==> src/rtl/multicycle_pkg.sv <==
// Shared opcodes, state encoding, select codes and control bundle for the
// multicycle MIPS main control unit.
package multicycle_pkg;

    localparam int unsigned OP_W    = 6;
    localparam int unsigned STATE_W = 4;
    localparam int unsigned SEL_W   = 2;

    localparam logic [OP_W-1:0] OP_RTYPE = 6'b000000;
    localparam logic [OP_W-1:0] OP_LW    = 6'b100011;
    localparam logic [OP_W-1:0] OP_SW    = 6'b101011;
    localparam logic [OP_W-1:0] OP_BEQ   = 6'b000100;
    localparam logic [OP_W-1:0] OP_J     = 6'b000010;
    localparam logic [OP_W-1:0] OP_ADDI  = 6'b001000;

    typedef enum logic [STATE_W-1:0] {
        S_IDLE      = 4'd0,
        S_FETCH     = 4'd1,
        S_DECODE    = 4'd2,
        S_MEM_ADDR  = 4'd3,
        S_MEM_READ  = 4'd4,
        S_MEM_WB    = 4'd5,
        S_MEM_WRITE = 4'd6,
        S_R_EXEC    = 4'd7,
        S_R_WB      = 4'd8,
        S_BRANCH    = 4'd9,
        S_JUMP      = 4'd10,
        S_ADDI_EXEC = 4'd11,
        S_ADDI_WB   = 4'd12
    } state_e;

    localparam logic [SEL_W-1:0] ALUOP_ADD   = 2'b00;
    localparam logic [SEL_W-1:0] ALUOP_SUB   = 2'b01;
    localparam logic [SEL_W-1:0] ALUOP_FUNCT = 2'b10;

    localparam logic [SEL_W-1:0] SRCB_RT      = 2'b00;
    localparam logic [SEL_W-1:0] SRCB_FOUR    = 2'b01;
    localparam logic [SEL_W-1:0] SRCB_IMM     = 2'b10;
    localparam logic [SEL_W-1:0] SRCB_IMM_SH2 = 2'b11;

    localparam logic [SEL_W-1:0] PCSRC_ALU    = 2'b00;
    localparam logic [SEL_W-1:0] PCSRC_ALUOUT = 2'b01;
    localparam logic [SEL_W-1:0] PCSRC_JUMP   = 2'b10;

    typedef struct packed {
        logic             pc_write;
        logic             pc_write_cond;
        logic             i_or_d;
        logic             mem_read;
        logic             mem_write;
        logic             ir_write;
        logic             mem_to_reg;
        logic             reg_dst;
        logic             reg_write;
        logic             alu_src_a;
        logic [SEL_W-1:0] alu_src_b;
        logic [SEL_W-1:0] pc_source;
        logic [SEL_W-1:0] alu_op;
        logic             addi;
    } ctrl_t;

endpackage

==> src/rtl/multicycle_main_control.sv <==
// Moore main control FSM for the multicycle MIPS datapath.
// Optional MULTICYCLE_MEM_WAIT_EN adds mem_ready stalls in FETCH/MEM_READ/MEM_WRITE.
module multicycle_main_control
    import multicycle_pkg::*;
(
    input  logic             clk,
    input  logic             reset,
`ifdef MULTICYCLE_MEM_WAIT_EN
    input  logic             mem_ready,
`endif
    input  logic [OP_W-1:0]  opcode,
    output logic             PCWrite,
    output logic             PCWriteCond,
    output logic             IorD,
    output logic             MemRead,
    output logic             MemWrite,
    output logic             IRWrite,
    output logic             MemtoReg,
    output logic             RegDst,
    output logic             RegWrite,
    output logic             ALUSrcA,
    output logic [SEL_W-1:0] ALUSrcB,
    output logic [SEL_W-1:0] PCSource,
    output logic [SEL_W-1:0] ALUop,
    output logic             addi,
    output logic             illegal_op,
    output logic [STATE_W-1:0] state_dbg
);

    state_e state_q, state_d;
    ctrl_t  ctrl;
    logic   mem_ok;

`ifdef MULTICYCLE_MEM_WAIT_EN
    assign mem_ok = mem_ready;
`else
    assign mem_ok = 1'b1;
`endif

    always_ff @(posedge clk or posedge reset) begin
        if (reset) state_q <= S_IDLE;
        else       state_q <= state_d;
    end

    // Next state and state-decoded controls; illegal_op is the only opcode-dependent output.
    always_comb begin
        state_d    = state_q;
        ctrl       = '0;
        illegal_op = 1'b0;
        case (state_q)
            S_IDLE: state_d = S_FETCH;
            S_FETCH: begin
                ctrl.mem_read  = 1'b1;
                ctrl.ir_write  = mem_ok;
                ctrl.pc_write  = mem_ok;
                ctrl.alu_src_b = SRCB_FOUR;
                ctrl.alu_op    = ALUOP_ADD;
                ctrl.pc_source = PCSRC_ALU;
                state_d        = mem_ok ? S_DECODE : S_FETCH;
            end
            S_DECODE: begin
                ctrl.alu_src_b = SRCB_IMM_SH2;
                ctrl.alu_op    = ALUOP_ADD;
                case (opcode)
                    OP_LW, OP_SW: state_d = S_MEM_ADDR;
                    OP_RTYPE:     state_d = S_R_EXEC;
                    OP_BEQ:       state_d = S_BRANCH;
                    OP_J:         state_d = S_JUMP;
                    OP_ADDI:      state_d = S_ADDI_EXEC;
                    default: begin
                        state_d    = S_FETCH;
                        illegal_op = 1'b1;
                    end
                endcase
            end
            S_MEM_ADDR: begin
                ctrl.alu_src_a = 1'b1;
                ctrl.alu_src_b = SRCB_IMM;
                ctrl.alu_op    = ALUOP_ADD;
                state_d        = (opcode == OP_SW) ? S_MEM_WRITE : S_MEM_READ;
            end
            S_MEM_READ: begin
                ctrl.mem_read = 1'b1;
                ctrl.i_or_d   = 1'b1;
                state_d       = mem_ok ? S_MEM_WB : S_MEM_READ;
            end
            S_MEM_WB: begin
                ctrl.reg_write  = 1'b1;
                ctrl.mem_to_reg = 1'b1;
                state_d         = S_FETCH;
            end
            S_MEM_WRITE: begin
                ctrl.mem_write = 1'b1;
                ctrl.i_or_d    = 1'b1;
                state_d        = mem_ok ? S_FETCH : S_MEM_WRITE;
            end
            S_R_EXEC: begin
                ctrl.alu_src_a = 1'b1;
                ctrl.alu_src_b = SRCB_RT;
                ctrl.alu_op    = ALUOP_FUNCT;
                state_d        = S_R_WB;
            end
            S_R_WB: begin
                ctrl.reg_write = 1'b1;
                ctrl.reg_dst   = 1'b1;
                state_d        = S_FETCH;
            end
            S_BRANCH: begin
                ctrl.alu_src_a     = 1'b1;
                ctrl.alu_src_b     = SRCB_RT;
                ctrl.alu_op        = ALUOP_SUB;
                ctrl.pc_write_cond = 1'b1;
                ctrl.pc_source     = PCSRC_ALUOUT;
                state_d            = S_FETCH;
            end
            S_JUMP: begin
                ctrl.pc_write  = 1'b1;
                ctrl.pc_source = PCSRC_JUMP;
                state_d        = S_FETCH;
            end
            S_ADDI_EXEC: begin
                ctrl.alu_src_a = 1'b1;
                ctrl.alu_src_b = SRCB_IMM;
                ctrl.alu_op    = ALUOP_FUNCT;
                ctrl.addi      = 1'b1;
                state_d        = S_ADDI_WB;
            end
            S_ADDI_WB: begin
                ctrl.reg_write = 1'b1;
                state_d        = S_FETCH;
            end
            default: state_d = S_FETCH;
        endcase
    end

    assign PCWrite     = ctrl.pc_write;
    assign PCWriteCond = ctrl.pc_write_cond;
    assign IorD        = ctrl.i_or_d;
    assign MemRead     = ctrl.mem_read;
    assign MemWrite    = ctrl.mem_write;
    assign IRWrite     = ctrl.ir_write;
    assign MemtoReg    = ctrl.mem_to_reg;
    assign RegDst      = ctrl.reg_dst;
    assign RegWrite    = ctrl.reg_write;
    assign ALUSrcA     = ctrl.alu_src_a;
    assign ALUSrcB     = ctrl.alu_src_b;
    assign PCSource    = ctrl.pc_source;
    assign ALUop       = ctrl.alu_op;
    assign addi        = ctrl.addi;
    assign state_dbg   = state_q;

endmodule

==> config.mk <==
export PLATFORM = sky130hd
export DESIGN_NAME = multicycle_main_control
export DESIGN_NICKNAME = d
export VERILOG_FILES = /design/src/rtl/multicycle_pkg.sv /design/src/rtl/multicycle_main_control.sv
export SDC_FILE = /design/constraint.sdc
export NUM_CORES = 1
export LEC_CHECK = 0
export CAP_MARGIN = 20
export CORE_AREA = 2 2 39 41
export CTS_BUF_LIST = sky130_fd_sc_hd__clkbuf_4 sky130_fd_sc_hd__clkbuf_8
export CTS_CLUSTER_DIAMETER = 60
export DETAILED_ROUTE_END_ITERATION = 8
export DIE_AREA = 0 0 41 43
export GPL_ROUTABILITY_DRIVEN = 0
export GPL_TIMING_DRIVEN = 1
export HOLD_SLACK_MARGIN = 0.05
export PLACE_DENSITY = 0.88
export RECOVER_POWER = 100
export SLEW_MARGIN = 15
export SYNTH_ARGS = -nofsm -noshare
export SYNTH_HDL_FRONTEND = slang
export SYNTH_SLANG_ARGS = --single-unit
==> constraint.sdc <==
create_clock -name clk -period 1.8 [get_ports clk]
set_clock_uncertainty 0.15 [all_clocks]
set_input_delay 0.36 -clock clk [delete_from_list [all_inputs] [get_ports clk]]
set_output_delay 0.36 -clock clk [all_outputs]
set_load 0.1 [all_outputs]
==> results of run 1 <==
Yosys cell counts:
library cell / instances / area share [%]
or2_1: 1 / 1.3
o31ai_1: 1 / 1.6
a211oi_1: 2 / 3.2
o31a_1: 1 / 1.9
a21o_1: 1 / 1.6
buf_2: 3 / 3.2
nand3_1: 2 / 2.1
o21ai_0: 2 / 2.1
buf_4: 3 / 4.8
o21ai_1: 1 / 1.1
nor4_1: 1 / 1.3
o211ai_1: 1 / 1.6
a311oi_1: 1 / 1.9
nand4_1: 1 / 1.3
o2111ai_1: 1 / 1.9
a21oi_1: 1 / 1.1
o41ai_2: 1 / 3.5
inv_1: 3 / 2.4
nor2b_1: 1 / 1.3
nor2_4: 1 / 2.4
xnor2_1: 1 / 1.9
dfrtp_1: 4 / 21
nand2_1: 3 / 2.4
o22a_1: 1 / 1.9
nor3_1: 5 / 5.3
and3_1: 2 / 2.7
o21ba_1: 1 / 2.1
xor2_1: 1 / 1.9
a21boi_1: 2 / 3.2
nor2_1: 10 / 8.0
nand2b_1: 5 / 6.6
and2_1: 1 / 1.3
logic make-up after synthesis:
logic type,count (synthesis),synth area share [%]
flip-flops,4,21.3
XOR/XNOR,2,3.72
AO/OA/AOI/OAI,17,28.5
buffers and inverters,9,10.4
AND/OR/NAND/NOR,33,36.2
per-stage QoR:
stage	util [%]	cells	hold WS (ns)	area (um^2)	TNS [ns]
after detailed placement	92.4	122	0.406	1280	-0.970
after global placement	92.4	122	0.399	1280	-0.454
after floorplan	-	65	-0.0238	689	-7.01
==> impl.org, run 1 <==
** Floorplanning
- Starting density of the core :: between 30% and 40%
- Die W :: 41 um
- Vertical die dimension :: between 40 and 50 um
- After floorplanning, the core was divided into 14 placement rows.
- Number of top-level pins :: 30

** Status
- The flow did not finish.
- Terminating stage of the flow :: 4_1_cts
- Tool error :: [ERROR DPL-0038] Utilization greater than 100%, impossible to legalize

** Synthesis
- After synthesis the cells add up to about 470 um^2.
- After synthesis, flip-flops and latches occupy roughly a fifth of the total area.
- Synthesized flop and latch total :: 4
- Mean post-synth cell area :: slightly above 7 um^2
- Synth warn :: 0
- Counting distinct cell types in the post-synthesis netlist gives 32.
- Syn nets :: 73
- Synthesis handed over a netlist of 65 instances.

** Clock tree
- Clock sinks :: 4
- CTS built an H-tree with a depth of 1.
- Longest Clk Path Bufs :: 2
- The number of gates resized after CTS was 35.
- The tree is rooted in a clkbuf_4.
- The number of hold buffers added after CTS was 0.
- Clock buffers created by TritonCTS :: 3
- Buffers added to address setup during post-CTS repair amount to 15.

** Placed design
- During placement, the flow inserted port buffers numbering 29.
- At the placement stage, the worst setup path has a slack of -0.440 ns.
- Total half-perimeter wirelength after legalization and detailed placement :: 1.79 mm
==> run 2: changes to the inputs <==
--- a/config.mk
+++ b/config.mk
@@ -6,15 +6,12 @@
 export NUM_CORES = 1
 export LEC_CHECK = 0
 export CAP_MARGIN = 20
-export CORE_AREA = 2 2 39 41
-export CTS_BUF_LIST = sky130_fd_sc_hd__clkbuf_4 sky130_fd_sc_hd__clkbuf_8
-export CTS_CLUSTER_DIAMETER = 60
+export CORE_AREA = 2 2 63 65
 export DETAILED_ROUTE_END_ITERATION = 8
-export DIE_AREA = 0 0 41 43
+export DIE_AREA = 0 0 65 67
 export GPL_ROUTABILITY_DRIVEN = 0
 export GPL_TIMING_DRIVEN = 1
-export HOLD_SLACK_MARGIN = 0.05
-export PLACE_DENSITY = 0.88
+export PLACE_DENSITY_LB_ADDON = 0.15
 export RECOVER_POWER = 100
 export SLEW_MARGIN = 15
 export SYNTH_ARGS = -nofsm -noshare
==> run 2 against run 1 <==
  * The flow now finishes, with violations (setup timing)
  * Synthesized cell count stayed put
  * Synthesized area did not move
==> impl.org, run 2 <==
** Routing
- Total number of vias :: a little over 700
- Routed wire length :: slightly above 2 mm
- After detailed routing, the number of vias per cell comes to between 4 and 5.
- The detail route stage leaves a number of antenna-violating nets equal to 0.
- Mean routed wirelength per cell :: 11.9 um
- DRC violations left :: 0
- First-pass DRT Iterations :: 3
- DRT iter0 DRCs :: 7

** Status
- The flow ran to the end, but the final reports show violations.
- The final reports fail on setup timing.

** GRT
- The via count of the first global-routing pass came to around 720.
- Maximum number of pins on one net before global-route repair :: 10
- Global routing consumed, over all layers together, roughly a tenth of the routing resources.
- Global-route wire length before repair :: between 3 and 4 mm
- Antenna violations before repair :: 0
- The total overflow left after global routing is 0.

** Synthesis
- Number of distinct library cell variants in the gate-level netlist after synthesis :: 32
- Counting flops with a built-in enable in the synthesized netlist gives 0.
- Of the total synthesized cell area, the portion taken by XOR and XNOR cells is under 10%.
- Number of instances in the synthesized netlist :: 65
- Mean post-synth cell area :: approximately 7.2 um^2
- Sequential cells were found to cover a little over a fifth of the synthesized design area.
- The biggest area contributor in the post-synthesis netlist is dfrtp_1.
- Summing the areas of all and, or, nand and nor instances in the mapped netlist gives a little over a third of the synthesized area.
- In this run, synthesis produced a sequential element count of 4.
- Syn nets :: 73
- Leading post-synthesis cells by instance count :: nor2_1, nand2b_1, nor3_1
- Post-synthesis mux area share :: 0%
- Compound-gate portion of the synthesized area :: around 28%
- By area the synthesized netlist is led by dfrtp_1, nor2_1, nand2b_1.
- Post-synthesis share of cell area spent on full adders, half adders and majority gates :: 0%
- For this run, asynchronously set or reset flops after synthesis account for 100%.
- The synthesized design devotes to its leading area cell type a little over a fifth of total area.
- The most common cell in the synthesized netlist is nor2_1.
- For this run, the leading register cell type out of synthesis is dfrtp_1.
- Combinational family with the most area after synthesis :: simple AND/OR/NAND/NOR gates
- Synth warn :: 0
- Summing every instance area after synthesis gives approximately 470 um^2.

** Finish
- Most common cell after layout, fill and taps aside :: buf_4
- Flip-flop count of the largest register after layout :: 4
- In the layout the commonest cells are buf_4, buf_12, nor2_4, nand2b_4.
- After routing the design area is 0.00159 mm^2.
- The area growth from synthesis to layout is 237%.
- N_diodes :: 0
- Number of nets in the layout :: about 140
- Fraction of final layout cells with drive strength greater than 1 :: 76.2%

** Clock tree
- Cell at the root of the clock tree :: clkbuf_8
- After clock tree synthesis, the clock-pin slew on the worst setup and hold paths is around 0.030 ns.
- Counting the buffers created by CTS gives 3.
- In this run the number of H-tree levels came out at 1.
- The longest clock path from root to sink contains 2 buffers.
- Clock sinks :: 4
- TritonCTS built the clock tree.
- For the worst-skew pair, the clock arrives at the later sink with an insertion delay of between 0.2 and 0.25 ns.

** Worst setup path
- The largest single stage delay on the critical path is 0.53 ns.
- STA puts the critical path data required time at around 1.3 ns.
- Category of cells accounting for the largest share of critical-path delay :: flip-flops
- Along the worst path, the maximum fanout reaches 8.
- CP Data Arrival Time :: about 1.4 ns
- Type of the worst setup path :: flop to output pin
- Cell-by-cell listing of the critical path :: nand2b_4, o21ba_4, nor2_4, buf_12
- Slowest-stage cell, CP :: dfrtp_4
- For flop-to-flop paths, the worst setup slack is around 0.4 ns.
- Critical Path Sink Type :: output pin
- The worst setup path is launched from a flop.
- Bufs and invs on worst path :: 1

** STA
- Derived from the worst setup path, the maximum achievable clock frequency is a little over 500 MHz.
- The worst path uses 109% of the clock period.
- Worst Max-Slew Pin Slew :: 0.241 ns
- Final setup fails :: 17
- Total count of hold-check failures in the final report :: 0
- Final worst-path setup slack :: -0.153 ns
- The number of pins exceeding their max-slew limit in the final report is 0.
- RSZ-0062 raised after global routing :: true
- Headroom to the max-slew limit came out at between 80% and 90%.
- Clock period minus worst slack :: 1.95 ns

** Placed design
- Total half-perimeter wirelength after legalization and detailed placement :: roughly 1.5 mm
- Post-Place Cell Area :: 0.00133 mm^2
- Input and output buffers added on the ports amount to 29.

** Floorplanning
- Number of top-level pins :: 30
- Die W :: between 60 and 70 um
- After floorplanning, the core was divided into 22 placement rows.
- The die covers approximately 0.0044 mm^2.
- Starting density of the core :: approximately an eighth
- Area inside the core boundary :: ~0.0036 mm^2
- The die is between 60 and 70 um tall.

** Hold path
- The min-delay analysis places its worst path in the category primary input to asynchronous set/reset pin.

** Job
- Max-capacitance violation count :: 0
run 2: cell counts after synthesis:
Identical to the previous run, type by type.
run 2: per-stage QoR:
| stage | worst slack [ns] | cells | setup TNS (ns) | hold WS [ns] | util (%) |
|---|---|---|---|---|---|
| 2_1_floorplan | -0.542 | 65 | -7.01 | -0.0238 | - |
| 3_3_place_gp | -0.367 | 155 | -0.551 | 0.413 | 36.8 |
| 3_5_place_dp | -0.406 | 155 | -0.675 | 0.425 | 36.8 |
| 4_1_cts | -0.175 | 168 | -2.12 | 0.193 | 41.1 |
| 5_1_grt | -0.183 | 174 | -2.46 | 0.340 | 44.0 |
| 6_report | -0.153 | 174 | -1.65 | 0.326 | 44.0 |
run 2: area by class of cell:
type | count | area (um^2)
clock buffer | 3 | 41.3
fill | 344 | 2020
inverter | 3 | 27.5
multi-input combinational | 52 | 534
sequential | 4 | 115
tap | 48 | 60.1
timing repair buffer | 64 | 810
run 2: path summary, 6_finish.rpt:
path / from / cells after the start / end
hold / removal: reset / 2 / state_dbg[3]$_DFF_PP0_
hold reg to reg: state_dbg[2]$_DFF_PP0_ / 2 / state_dbg[1]$_DFF_PP0_
setup / recovery: state_dbg[3]$_DFF_PP0_ / 4 / RegWrite
min in group clk: opcode[0] / 4 / state_dbg[2]$_DFF_PP0_
setup reg to reg: state_dbg[2]$_DFF_PP0_ / 3 / state_dbg[3]$_DFF_PP0_
max in group asynchronous: reset / 2 / state_dbg[1]$_DFF_PP0_
run 2: cell families after synthesis:
group / after synthesis
AND/OR/NAND/NOR: 33
AO/OA/AOI/OAI: 17
buffers and inverters: 9
flip-flops: 4
XOR/XNOR: 2
run 2: timing repair:
action,CTS,global route
setup endpoints to repair,18,18
pin swaps,10,4
gates resized for setup,18,11
gates cloned,0,1
hold buffers,0,0
setup buffers,10,5
run 2: layer usage:
metal	up-vias	share of wire [%]	GRT usage, %
met5	-	0	0
met4	0	0.92	5.59
met3	2	4.8	1.18
met2	22	55	19.1
met1	326	39	11.9
li1	354	-	-
Power of run 2 is left out: the tool's default activity adds up to more than one toggle a clock period on the data nets, which glitch-free logic cannot reach.
==> run 3: changes to the inputs <==
--- a/config.mk
+++ b/config.mk
@@ -11,7 +11,7 @@
 export DIE_AREA = 0 0 65 67
 export GPL_ROUTABILITY_DRIVEN = 0
 export GPL_TIMING_DRIVEN = 1
-export PLACE_DENSITY_LB_ADDON = 0.15
+export PLACE_DENSITY = 0.47
 export RECOVER_POWER = 100
 export SLEW_MARGIN = 15
 export SYNTH_ARGS = -nofsm -noshare
==> constraint.sdc (replaced) <==
create_clock -name clk -period 2.3 [get_ports clk]
set_clock_uncertainty 0.15 [all_clocks]
set_input_delay 0.46 -clock clk [delete_from_list [all_inputs] [get_ports clk]]
set_output_delay 0.46 -clock clk [all_outputs]
set_load 0.1 [all_outputs]
==> run 3 against run 2 <==
  * The run now ends clean
  * Worst hold slack improved by 0.10 ns
  * Critical path depth up 8
  * Non-clock buffer count decreased by 13
  * Sequential cell count unchanged
  * Die area is the same
  * Core utilization is 9.8 points lower
  * Register-to-register slack improved by 0.42 ns
  * Wire length down 3.9%
  * Setup slack better by 0.23 ns
  * Global-route usage down 1.2 points
  * First-iteration DRC count increased by 110%
  * Critical endpoint is now state_dbg[2]$_DFF_PP0_
  * Largest cell class unchanged
==> impl.org, run 3 (synthesized netlist as in run 2, its figures left out) <==
** GRT
- The total overflow left after global routing is 0.
- Entering global routing, the biggest net connects 17 pins.
- The initial antenna violation count was 0.
- Global-route wire length before repair :: between 3 and 4 mm
- Total track usage :: a little under a tenth
- The via count of the first global-routing pass came to a little under 700.

** Finish
- Cells fill 34.2% of the core in the end.
- The post-route netlist has around 64% of its cells at a drive strength greater than 1.
- The repair_antennas step left the layout with diodes totalling 0.
- Design area :: between 0.001 and 0.0015 mm^2
- The library cells used most frequently in the layout, excluding fill and tap cells, are buf_4, buf_12, nor2_4, clkbuf_4.
- The library cell used most frequently in the layout, excluding fill and tap cells, is buf_4.
- Flip-flop count of the largest register after layout :: 4
- Number of nets in the layout :: between 100 and 150
- The area growth from synthesis to layout is 162%.

** Clock tree
- Clock latency on the worst-skew pair, taken at its later pin, is ~0.21 ns.
- Clock buffers created by TritonCTS :: 3
- Counting along the longest clock path gives a buffer depth of 2.
- Clock tree from TritonCTS :: yes
- The clock drives 4 sinks.
- In this run, post-CTS hold repair placed 0 buffers.
- Cell at the root of the clock tree :: clkbuf_8
- CTS built an H-tree with a depth of 1.
- Clock-pin slew on the worst setup and hold paths :: approximately 0.030 ns

** Worst setup path
- Cell-by-cell listing of the critical path :: dlygate4sd2_1, nor4_4, buf_4, buf_4, buf_4, buf_4, buf_4, buf_4, buf_4, buf_4, nand2_1, o31ai_1
- CP Data Arrival Time :: roughly 2.2 ns
- Together, buffers and inverters on the worst path number 9.
- The kind of cell with the highest combined delay along the critical path is buffers and inverters.
- Slowest-stage cell, CP :: nor4_4
- Library cell appearing most often on the critical path :: buf_4
- Critical Path Sink Type :: flop
- Along the worst path, the maximum fanout reaches 4.
- STA puts the critical path data required time at between 2 and 2.5 ns.
- The critical path is of the primary input to flop type.
- The worst setup path is launched from a primary input.
- CP max stage delay :: approximately 0.33 ns

** Routing
- In the routed layout, each cell is associated on average with a via count of 4.06.
- After detailed routing, the average wire length per cell comes to 12.3 um.
- The routed design has approximately 2 mm of wire.
- Total number of vias :: 653
- Number of antenna-violating nets in the routed design :: 0
- DRC violations left :: 0
- The first routing iteration left 15 violations.
- First-pass DRT Iterations :: 4

** Floorplanning
- In this run the core area contains 22 standard-cell rows.
- Vertical die dimension :: 67 um
- The total area inside the core boundary comes to between 0.003 and 0.004 mm^2.
- The die covers between 0.004 and 0.005 mm^2.
- Number of top-level pins :: 30
- Die W :: 65 um
- Once the floorplan was initialized, standard cells occupied 13.0% of the core.

** STA
- The number of pins exceeding their max-slew limit in the final report is 0.
- Based on the critical path, the design can be clocked at up to 450 MHz.
- Total count of hold-check failures in the final report :: 0
- Worst Max-Slew Pin Slew :: 0.488 ns
- Clock period minus worst slack :: about 2.2 ns
- Setup violations remaining at the end of the flow were counted as 0.
- Setup total negative slack on the finished layout was measured at 0 ns.
- Tightest hold margin :: 0.427 ns
- Remaining max-slew budget at the tightest pin :: 67.7%
- The worst path uses about 97% of the clock period.

** Hold path
- Min-Delay Path Class :: primary input to asynchronous set/reset pin

** Placed design
- The HPWL after detailed placement is between 1 and 1.5 mm.
- Post-Place Cell Area :: about 0.0012 mm^2
- In this run the tool buffered the top-level ports with 29 buffer cells.

** Status
- The flow ran to the end, and the final reports show no timing, DRC or antenna violations.

** Job
- Max-capacitance violation count :: 0
[run 3: timing repair]
item                                    in CTS  in global routing
endpoints found under the setup margin       1                  3
hold endpoints to repair                     0                  0
buffers inserted                            12                  0
pin swaps                                    3                  2
resized for setup                            6                  5
[run 3: final cells by class]
class                      count  area, um^2
clock buffer                   3        41.3
inverter                       3        12.5
multi-input combinational     52         459
timing repair buffer          51         546
tap                           48        60.1
fill                         373        2370
sequential                     4         115
[run 3: worst paths after layout]
path / start / slack [ns] / to / depth (start not counted)
max in group asynchronous: reset / 1.40 / state_dbg[0]$_DFF_PP0_ / 2
worst max register to register: state_dbg[0]$_DFF_PP0_ / 0.82 / state_dbg[3]$_DFF_PP0_ / 3
worst max-delay path: opcode[5] / 0.08 / state_dbg[2]$_DFF_PP0_ / 12
min in group clk: state_dbg[2]$_DFF_PP0_ / 0.56 / state_dbg[1]$_DFF_PP0_ / 1
worst min-delay path: reset / 0.43 / state_dbg[1]$_DFF_PP0_ / 2
worst min register to register: state_dbg[2]$_DFF_PP0_ / 0.56 / state_dbg[1]$_DFF_PP0_ / 1
[run 3: through the flow]
step / worst slack, ns / instances
after CTS: 0.0000298 / 161
after floorplan: -0.146 / 65
after detailed placement: -0.142 / 146
final: 0.0773 / 161
after global placement: -0.0662 / 146
after global routing: -0.00232 / 161
[run 3: metal layers]
layer,part of all wire [%],vias up,track usage (%)
li1,-,332,-
met1,41,298,10.2
met2,54,23,17.1
met3,4.7,0,1.86
met4,0,0,3.99
met5,0,-,0
Power of run 3 is left out for the same reason.
==> run 4: changes to the inputs <==
--- a/config.mk
+++ b/config.mk
@@ -13,7 +13,6 @@
 export GPL_TIMING_DRIVEN = 1
 export PLACE_DENSITY = 0.47
 export RECOVER_POWER = 100
-export SLEW_MARGIN = 15
 export SYNTH_ARGS = -nofsm -noshare
 export SYNTH_HDL_FRONTEND = slang
 export SYNTH_SLANG_ARGS = --single-unit
==> constraint.sdc (replaced) <==
create_clock -name clk -period 2.2 [get_ports clk]
set_clock_uncertainty 0.15 [all_clocks]
set_input_delay 0.44 -clock clk [delete_from_list [all_inputs] [get_ports clk]]
set_output_delay 0.44 -clock clk [all_outputs]
set_load 0.1 [all_outputs]
==> run 4 against run 3 <==
  * Die area did not move
  * Via count rose by 6.6%
  * Design area is 17% higher
  * Setup slack worse by 0.074 ns
  * Sequential share of layout area decreased by 1.3 points
==> impl.org, run 4 (synthesized netlist as in run 2, its figures left out) <==
** Status
- The run finished with clean final reports.

** Clock tree
- For the worst-skew pair, the clock arrives at the later sink with an insertion delay of between 0.2 and 0.25 ns.
- CTS built an H-tree with a depth of 1.
- Clock tree synthesis inserted a total of 3 buffers.
- TritonCTS built the clock tree.
- CTS placed an instance of clkbuf_8 at the clock tree root.
- Clock-pin slew on the worst setup and hold paths :: 0.03 ns
- For this design, the sink count on the clock tree is 4.
- Longest Clk Path Bufs :: 2

** GRT
- Summed over all layers, the global routing overflow is 0.
- Maximum number of pins on one net before global-route repair :: 14
- Vias in the first global route :: 731
- In the global route stage, overall resource usage came out at ~10%.
- Global-route wire length before repair :: 3.37 mm
- Antenna violations before repair :: 0

** Routing
- Routed wire length :: slightly above 2 mm
- Total number of vias :: 696
- DRT iter0 DRCs :: 4
- Using the TritonRoute via totals, the vias-per-cell ratio works out to ~4.1.
- In this run the remaining antenna-violating nets after routing total 0.
- The first detailed-routing pass took 4 iterations.
- Mean routed wirelength per cell :: approximately 12 um
- DRC violations left :: 0

** Finish
- Area growth from synthesis to layout :: 206%
- Most common cell after layout, fill and taps aside :: buf_4
- Fraction of final layout cells with drive strength greater than 1 :: a little under three quarters
- At the end of the flow, the number of nets in the layout was 130.
- The number of antenna diodes in the final layout is 0.
- Fillcell total :: 357
- For this run, the share of the core covered by cells in the final layout is about two fifths.
- Most frequent cells in the layout :: buf_4, buf_12, nor2_4, dlygate4sd2_1
- The register with the most flip-flops in the layout has 4 of them.

** Placed design
- Total half-perimeter wirelength after legalization and detailed placement :: about 1.4 mm
- The count of buffers added on input and output ports is 29.

** STA
- Setup tns final :: 0 ns
- After layout, the minimum clock period comes to around 2.2 ns.
- Final critical-path share of the clock period :: about 100%
- Total count of hold-check failures in the final report :: 0
- Max frequency :: ~460 MHz
- Worst Max-Slew Pin Slew :: a little under 0.3 ns
- Setup repair after global routing could not meet its margin everywhere.
- The number of pins exceeding their max-slew limit in the final report is 0.
- Remaining max-slew budget at the tightest pin :: between 80% and 90%
- Setup violations remaining at the end of the flow were counted as 0.

** Worst setup path
- Of all nets on the critical path, the largest fanout is 2.
- STA classifies the critical path endpoint as an output pin.
- Type of the worst setup path :: primary input to output pin
- Required time at the worst-slack endpoint :: about 1.6 ns
- CP Data Arrival Time :: 1.61 ns
- Sort of element at the start of the critical path :: primary input

** Floorplanning
- Die outline area :: 0.00436 mm^2
- For this configuration, the core starts out at a cell density of 13.0%.
- The core region is roughly 0.0036 mm^2.
- From left edge to right edge, the die measures roughly 65 um.
- Number of top-level pins :: 30
- Measured along the y axis, the die boundary spans 67 um.
- Row generation in the floorplan step produced 22 rows.

** Hold path
- The worst hold path belongs to the class primary input to asynchronous set/reset pin.

** Job
- Across the run, the number of max-cap violations was 0.
## run 4: stage by stage
stage	hold WS (ns)	worst slack (ns)	instances	instance area, um^2
global route	0.414	-0.0336	168	1440
finish	0.395	0.00343	168	1440
detailed placement	0.500	-0.261	146	1230
CTS	0.266	0.0154	165	1390
global placement	0.486	-0.172	146	1230
floorplan	0.0562	-0.226	65	672
## run 4: path summary, 6_finish.rpt
| kind | slack [ns] | cells after the start | end | startpoint |
|---|---|---|---|---|
| max | 0.003 | 5 | illegal_op | opcode[4] |
| min | 0.39 | 2 | state_dbg[2]$_DFF_PP0_ | reset |
| max reg2reg | 0.72 | 4 | state_dbg[2]$_DFF_PP0_ | state_dbg[0]$_DFF_PP0_ |
| min reg2reg | 0.47 | 1 | state_dbg[3]$_DFF_PP0_ | state_dbg[2]$_DFF_PP0_ |
| max in group asynchronous | 1.34 | 2 | state_dbg[3]$_DFF_PP0_ | reset |
| min in group clk | 0.47 | 1 | state_dbg[3]$_DFF_PP0_ | state_dbg[2]$_DFF_PP0_ |
## run 4: final cells by class
cell class	instances	area (um^2)	area share, %
well taps	48	60.1	4.17
flip-flops and latches	4	115	7.99
inverters	3	15.0	1.04
clock buffers	3	41.3	2.87
repair buffers	58	722	50.1
multi-input cells	52	487	33.8
## run 4: metal layers
metal	track usage, %	routed length (um)
met1	10.8	791
met2	18.2	1010
met5	0	0
met3	3.04	166
met4	5.32	61
## run 4: repair_timing
action / 4_1_cts / 5_1_grt
hold buffers: 0 / 0
pin swaps: 4 / 1
setup buffers: 16 / 3
endpoints found under the setup margin: 2 / 3
resized for setup: 9 / 5
## run 4: worst max-delay path, stage by stage
cell and delay [ns]:
clkdlybuf4s50_1 0.55, nor3_2 0.05, o211ai_1 0.15, and3_4 0.25
buf_12 0.17
Power of run 4 is left out for the same reason.
